## src/rtl/ones_pattern_generator.sv

```systemverilog
`default_nettype none
// ============================================================================
// Module   : ones_pattern_generator
// Brief    : Streams every N-bit word with exactly K ones, in ascending order.
// Revision : 1.0
// ============================================================================
module ones_pattern_generator #(
   parameter int N = 16
) (
   input  logic         clk,
   input  logic         rst,
   input  logic         start,
   input  logic [N-1:0] target_count,
   input  logic         abort,
   output logic [N-1:0] pattern,
   output logic         pattern_valid,
   input  logic         pattern_ready,
   output logic         pattern_last,
   output logic         busy,
   output logic         done,
   output logic         err
);

   localparam int        CW     = $clog2(N + 1);
   localparam logic [N:0] c_one = (N+1)'(1);
   localparam logic [N:0] c_n   = (N+1)'(N);

   localparam logic [0:0] S_IDLE = 1'b0;
   localparam logic [0:0] S_RUN  = 1'b1;

   logic [0:0]   r_state;
   logic [N-1:0] r_pattern;
   logic [N-1:0] r_top;
   logic         r_done;
   logic         r_err;

   logic         w_k_bad;
   logic [N:0]   w_low;
   logic [N:0]   w_top;
   logic [N:0]   w_x;
   logic [N:0]   w_c;
   logic [N:0]   w_r;
   logic [N:0]   w_next;
   logic [CW-1:0] w_ctz;
   logic         w_run;
   logic         w_last;

   assign w_k_bad = ({1'b0, target_count} > c_n);
   assign w_low   = (c_one << target_count) - c_one;
   assign w_top   = w_low << (c_n - {1'b0, target_count});

   // Gosper successor, one bit wider so the ripple add never overflows.
   assign w_x    = {1'b0, r_pattern};
   assign w_c    = w_x & (~w_x + c_one);
   assign w_r    = w_x + w_c;
   assign w_next = w_r | (((w_r ^ w_x) >> 2) >> w_ctz);

   always_comb begin
      w_ctz = '0;
      for (int i = N - 1; i >= 0; i--) begin
         if (r_pattern[i]) w_ctz = CW'(i);
      end
   end

   assign w_run  = (r_state == S_RUN);
   assign w_last = w_run && (r_pattern == r_top);

   always_ff @(posedge clk or posedge rst) begin
      if (rst) begin
         r_state   <= S_IDLE;
         r_pattern <= '0;
         r_top     <= '0;
         r_done    <= 1'b0;
         r_err     <= 1'b0;
      end else begin
         r_done <= 1'b0;
         r_err  <= 1'b0;
         case (r_state)
            S_IDLE: begin
               if (!abort && start) begin
                  if (w_k_bad) begin
                     r_err <= 1'b1;
                  end else begin
                     r_state   <= S_RUN;
                     r_pattern <= w_low[N-1:0];
                     r_top     <= w_top[N-1:0];
                  end
               end
            end
            S_RUN: begin
               if (abort) begin
                  r_state <= S_IDLE;
               end else if (pattern_ready) begin
                  if (w_last) begin
                     r_state <= S_IDLE;
                     r_done  <= 1'b1;
                  end else begin
                     r_pattern <= w_next[N-1:0];
                  end
               end
            end
            default: r_state <= S_IDLE;
         endcase
      end
   end

   assign pattern       = r_pattern;
   assign pattern_valid = w_run;
   assign busy          = w_run;
   assign pattern_last  = w_last;
   assign done          = r_done;
   assign err           = r_err;

endmodule
`default_nettype wire

```

## config.mk

```make
export PLATFORM = sky130hd
export DESIGN_NAME = ones_pattern_generator
export DESIGN_NICKNAME = d
export VERILOG_FILES = /design/src/rtl/ones_pattern_generator.sv
export SDC_FILE = /design/constraint.sdc
export NUM_CORES = 1
export LEC_CHECK = 0
export ABC_CLOCK_PERIOD_IN_PS = 4700
export CELL_PAD_IN_SITES_DETAIL_PLACEMENT = 0
export CELL_PAD_IN_SITES_GLOBAL_PLACEMENT = 2
export CORE_ASPECT_RATIO = 1.5
export CORE_MARGIN = 2
export CORE_UTILIZATION = 37
export CTS_BUF_LIST = sky130_fd_sc_hd__clkbuf_2 sky130_fd_sc_hd__clkbuf_4 sky130_fd_sc_hd__clkbuf_8
export DETAILED_ROUTE_END_ITERATION = 6
export PLACE_DENSITY = 0.95
export SYNTH_ARGS = -nofsm -noshare
export SYNTH_HDL_FRONTEND = slang
export SYNTH_SLANG_ARGS = --single-unit
```

## constraint.sdc

```tcl
create_clock -name clk -period 4.7 [get_ports clk]
set_input_delay 0.705 -clock clk [delete_from_list [all_inputs] [get_ports clk]]
set_output_delay 0.705 -clock clk [all_outputs]
set_load 0.05 [all_outputs]
```

==> out/qor.txt <==
synthesized flop and latch total - 35
iteration count of the initial detailed-routing pass - 5
P&R area growth vs syn - 12.7%
layout cells sized above 1 - 9.04%
Crit path max-delay family - simple AND/OR/NAND/NOR gates
Synth Area in Compound Gates - 38.1%
Top-Level Pins - 42
Synth Flop Type - dfrtp_1
mean area per synthesized cell - 7.08 sq um
fin crit share - 83.8%
critical-path cell list - clkdlybuf4s50_1, nor4_1, nand4b_1, or2_2, nor2_1, nand2_1, ha_1, a221o_1, a221o_1, mux2_2, a222oi_1, nand2_1
unique cell type count in the Yosys netlist - 77
Gate Count Post-Synth - 645
Critical Path AT - 4.11 ns
Synth Warn # - 0
Num CTS Buffers - 5
Remaining DRCs - 0
global-route wire length before repair - 28.0 mm
Max Used Layer - met4
Worst VDD drop - 0.122 mV
CTS tree - built
CTS H-tree depth - 2
critical path peak fanout - 24
outcome - finished clean
GPL Wtd Cong - 0.985
Cell Rows - 49
Req. time, crit path - 4.87 ns
routed length per instance - 22.3 um
metal2 WL - 9.22 mm
ANT nets after route - 0
WS Path Type - in2reg
CTS root buf - clkbuf_8
sw power - 0.651 mW
post-synthesis mux area share - 3.26%
DRT iter0 DRCs - 430
sw frac - 49.1%
antenna violations before repair - 0
# fillers - 1285
RSZ-0062 raised after global routing - false
Int Power - 0.676 mW
largest family of logic cells by synthesized area - compound AO/OA/AOI/OAI gates
total wire length - 18.0 mm
post-synthesis sequential area ratio - 19.2%
final setup fails - 0
CP Capture Type - register
leak pwr - 1.97 nW
r2r worst-path depth - 8
Logic pwr share - 53.8%
critical path buffer and inverter count - 1
Power Dens Cells - 258 nW/um^2
Hold Crit Class - reg2reg
WL met3 - 931 um
max-capacitance violation count - 0
nets - 675
most frequent cells in the layout - nand2_1 (74), nor2_1 (60), o21ai_0 (46), a21oi_1 (44), clkdlybuf4s50_1 (41)
final clock skew - 0.00829 ns
post-cts resize count - 0
Min-Delay Path Depth - 2
fin crit period - 3.94 ns
Die ar. - 13300 sq um
R2R Setup Slk - 1.17 ns
Slowest-stage cell, CP - ha_1
Fin. Hold Viols - 0
fmax - 254 MHz
Critical Path Max Stage Delay - 0.46 ns
grt total ovfl - 0
hpwl dp - 13.8 mm
Synth Area in XOR/XNOR - 4.98%
WL met1 - 6.51 mm
vias in the first global route - 5092
Max transition margin - 46.0%
CTS Hold Bufs - 0
slew at the pin closest to its max-slew limit - 0.810 ns
# diodes - 0
gr usage total - 27.1%
Async SR Flop Fraction - 100%
most common cell after layout, fill and taps aside - nand2_1
DR vias - 5360
Post-Syn Nets - 668
adder-cell share of the synthesized area - 0.548%
Die Y - 140 um
starting density of the core - 38.0%
Vias/cell - 6.65
Clock Latency Late Sink - 0.29 ns
EDFF count, synth - 0
maximum clock path buffer count - 2
power share of the clock group - 16.9%
Setup TNS - 0 ns
CTS sink cnt - 35
final max-slew violation count - 0
crit start category - input pin
Mapped Area - 4570 sq um
hold slack final - 0.507 ns
sequential power share - 29.3%
largest net degree at the start of global routing - 36
clock transition at the registers of the reported paths - 0.08 ns
CORE AREA - 12000 sq um
PortBufs - 41
Post-Synth Simple-Gate Area - 26.5%
Die Wd - 94.7 um
Levels on crit path - 12
setup bufs post-CTS - 0
==> layer usage <==
| metal | vias to the layer above | global-route usage, % |
|---|---|---|
| li1 | 2476 | - |
| met1 | 2534 | 30.0 |
| met2 | 274 | 48.3 |
| met3 | 76 | 2.37 |
| met4 | 0 | 17.8 |
| met5 | - | 0 |
==> stage by stage <==
stage | util (%) | setup slack [ns] | cell area (sq um) | std cells | total power, mW
2_1_floorplan | - | 1.04 | 4570 | 645 | 0.885
3_3_place_gp | 42.1 | 0.518 | 5060 | 798 | 1.09
3_5_place_dp | 42.1 | 0.486 | 5060 | 798 | 1.09
4_1_cts | 42.9 | 0.793 | 5150 | 806 | 1.31
5_1_grt | 42.9 | 0.492 | 5150 | 806 | 1.40
6_report | 42.9 | 0.760 | 5150 | 806 | 1.33
==> worst register-to-register path, stage by stage (launching register included) <==
cell and delay [ns]:
dfrtp_1 0.75, nor2b_1 0.21, or4_1 0.63, o21ai_1 0.35, and3_1 0.27, o21ai_0 0.17, a211oi_1 0.69, a211oi_1 0.19
nor3_1 0.19
==> cells by family (layout without fill, tap and decap cells) <==
family / Yosys count / after routing
compound gates: 244 / 244
fa+ha+maj: 2 / 2
mux: 13 / 13
buf+inv: 81 / 89
simple gates: 244 / 244
flops: 35 / 35
xor+xnor: 26 / 26
==> final cells by class <==
| class | count | area (sq um) | area share (%) |
|---|---|---|---|
| inverter | 18 | 67.6 | 1.31 |
| timing repair buffer | 63 | 576 | 11.2 |
| multi-input combinational | 529 | 3350 | 65.1 |
| clock inverter | 2 | 12.5 | 0.243 |
| tap | 153 | 191 | 3.72 |
| sequential | 35 | 876 | 17.0 |
| clock buffer | 6 | 76.3 | 1.48 |
==> state kept, by name (all words and copies together) (netlist names) <==
| signal | cells |
|---|---|
| done | 1 |
| busy | 1 |
| r_top | 16 |
| pattern | 16 |
| err | 1 |
==> power by group through the flow <==
stage               sequential (mW)  clock, mW  combinational [mW]
floorplan                     0.388          0               0.497
global placement              0.394          0               0.698
detailed placement            0.393          0               0.694
CTS                           0.387      0.230               0.698
global route                  0.394      0.237               0.764
finish                        0.389      0.224               0.714
==> path summary, 6_finish.rpt <==
| path | from | to |
|---|---|---|
| setup / recovery | target_count[6] | r_top[10]$_DFFE_PP0P_ |
| hold / removal | r_top[4]$_DFFE_PP0P_ | r_top[4]$_DFFE_PP0P_ |
| setup reg to reg | pattern[1]$_DFFE_PP0P_ | pattern[5]$_DFFE_PP0P_ |
| hold reg to reg | r_top[4]$_DFFE_PP0P_ | r_top[4]$_DFFE_PP0P_ |
| max in group asynchronous | rst | pattern[14]$_DFFE_PP0P_ |
| min in group asynchronous | rst | pattern[2]$_DFFE_PP0P_ |
==> cells in the mapped netlist (4+ instances only) <==
| cell | instances | share of area [%] |
|---|---|---|
| a211oi_1 | 11 | 1.8 |
| o31ai_1 | 8 | 1.3 |
| xnor2_1 | 7 | 1.3 |
| and2_1 | 6 | 0.82 |
| or3_1 | 5 | 0.68 |
| nand3_1 | 17 | 1.9 |
| o22ai_1 | 10 | 1.4 |
| nor2_1 | 60 | 4.9 |
| or2_2 | 7 | 0.96 |
| o311ai_0 | 5 | 0.96 |
| or4_1 | 5 | 0.82 |
| a31oi_1 | 10 | 1.4 |
| clkbuf_1 | 48 | 3.9 |
| a221o_1 | 9 | 2.0 |
| o221ai_1 | 7 | 1.3 |
| a211o_1 | 6 | 1.2 |
| o21ai_0 | 46 | 5.0 |
| nand2_1 | 74 | 6.1 |
| nor2b_1 | 5 | 0.68 |
| a21o_1 | 5 | 0.82 |
| nor3_1 | 20 | 2.2 |
| a22oi_1 | 8 | 1.3 |
| nor4_1 | 12 | 1.6 |
| nand2b_1 | 7 | 0.96 |
| a221oi_1 | 5 | 0.96 |
| o31a_1 | 4 | 0.77 |
| buf_2 | 7 | 0.77 |
| xor2_1 | 19 | 3.6 |
| o21a_1 | 8 | 1.3 |
| and3_1 | 6 | 0.82 |
| o211ai_1 | 9 | 1.5 |
| mux2i_1 | 7 | 1.5 |
| mux2_2 | 5 | 1.2 |
| nand4_1 | 6 | 0.82 |
| a22o_1 | 6 | 1.2 |
| a21oi_1 | 44 | 4.8 |
| inv_1 | 17 | 1.4 |
| dfrtp_1 | 35 | 19 |
No activity file was read; power rests on OpenSTA's default activity.
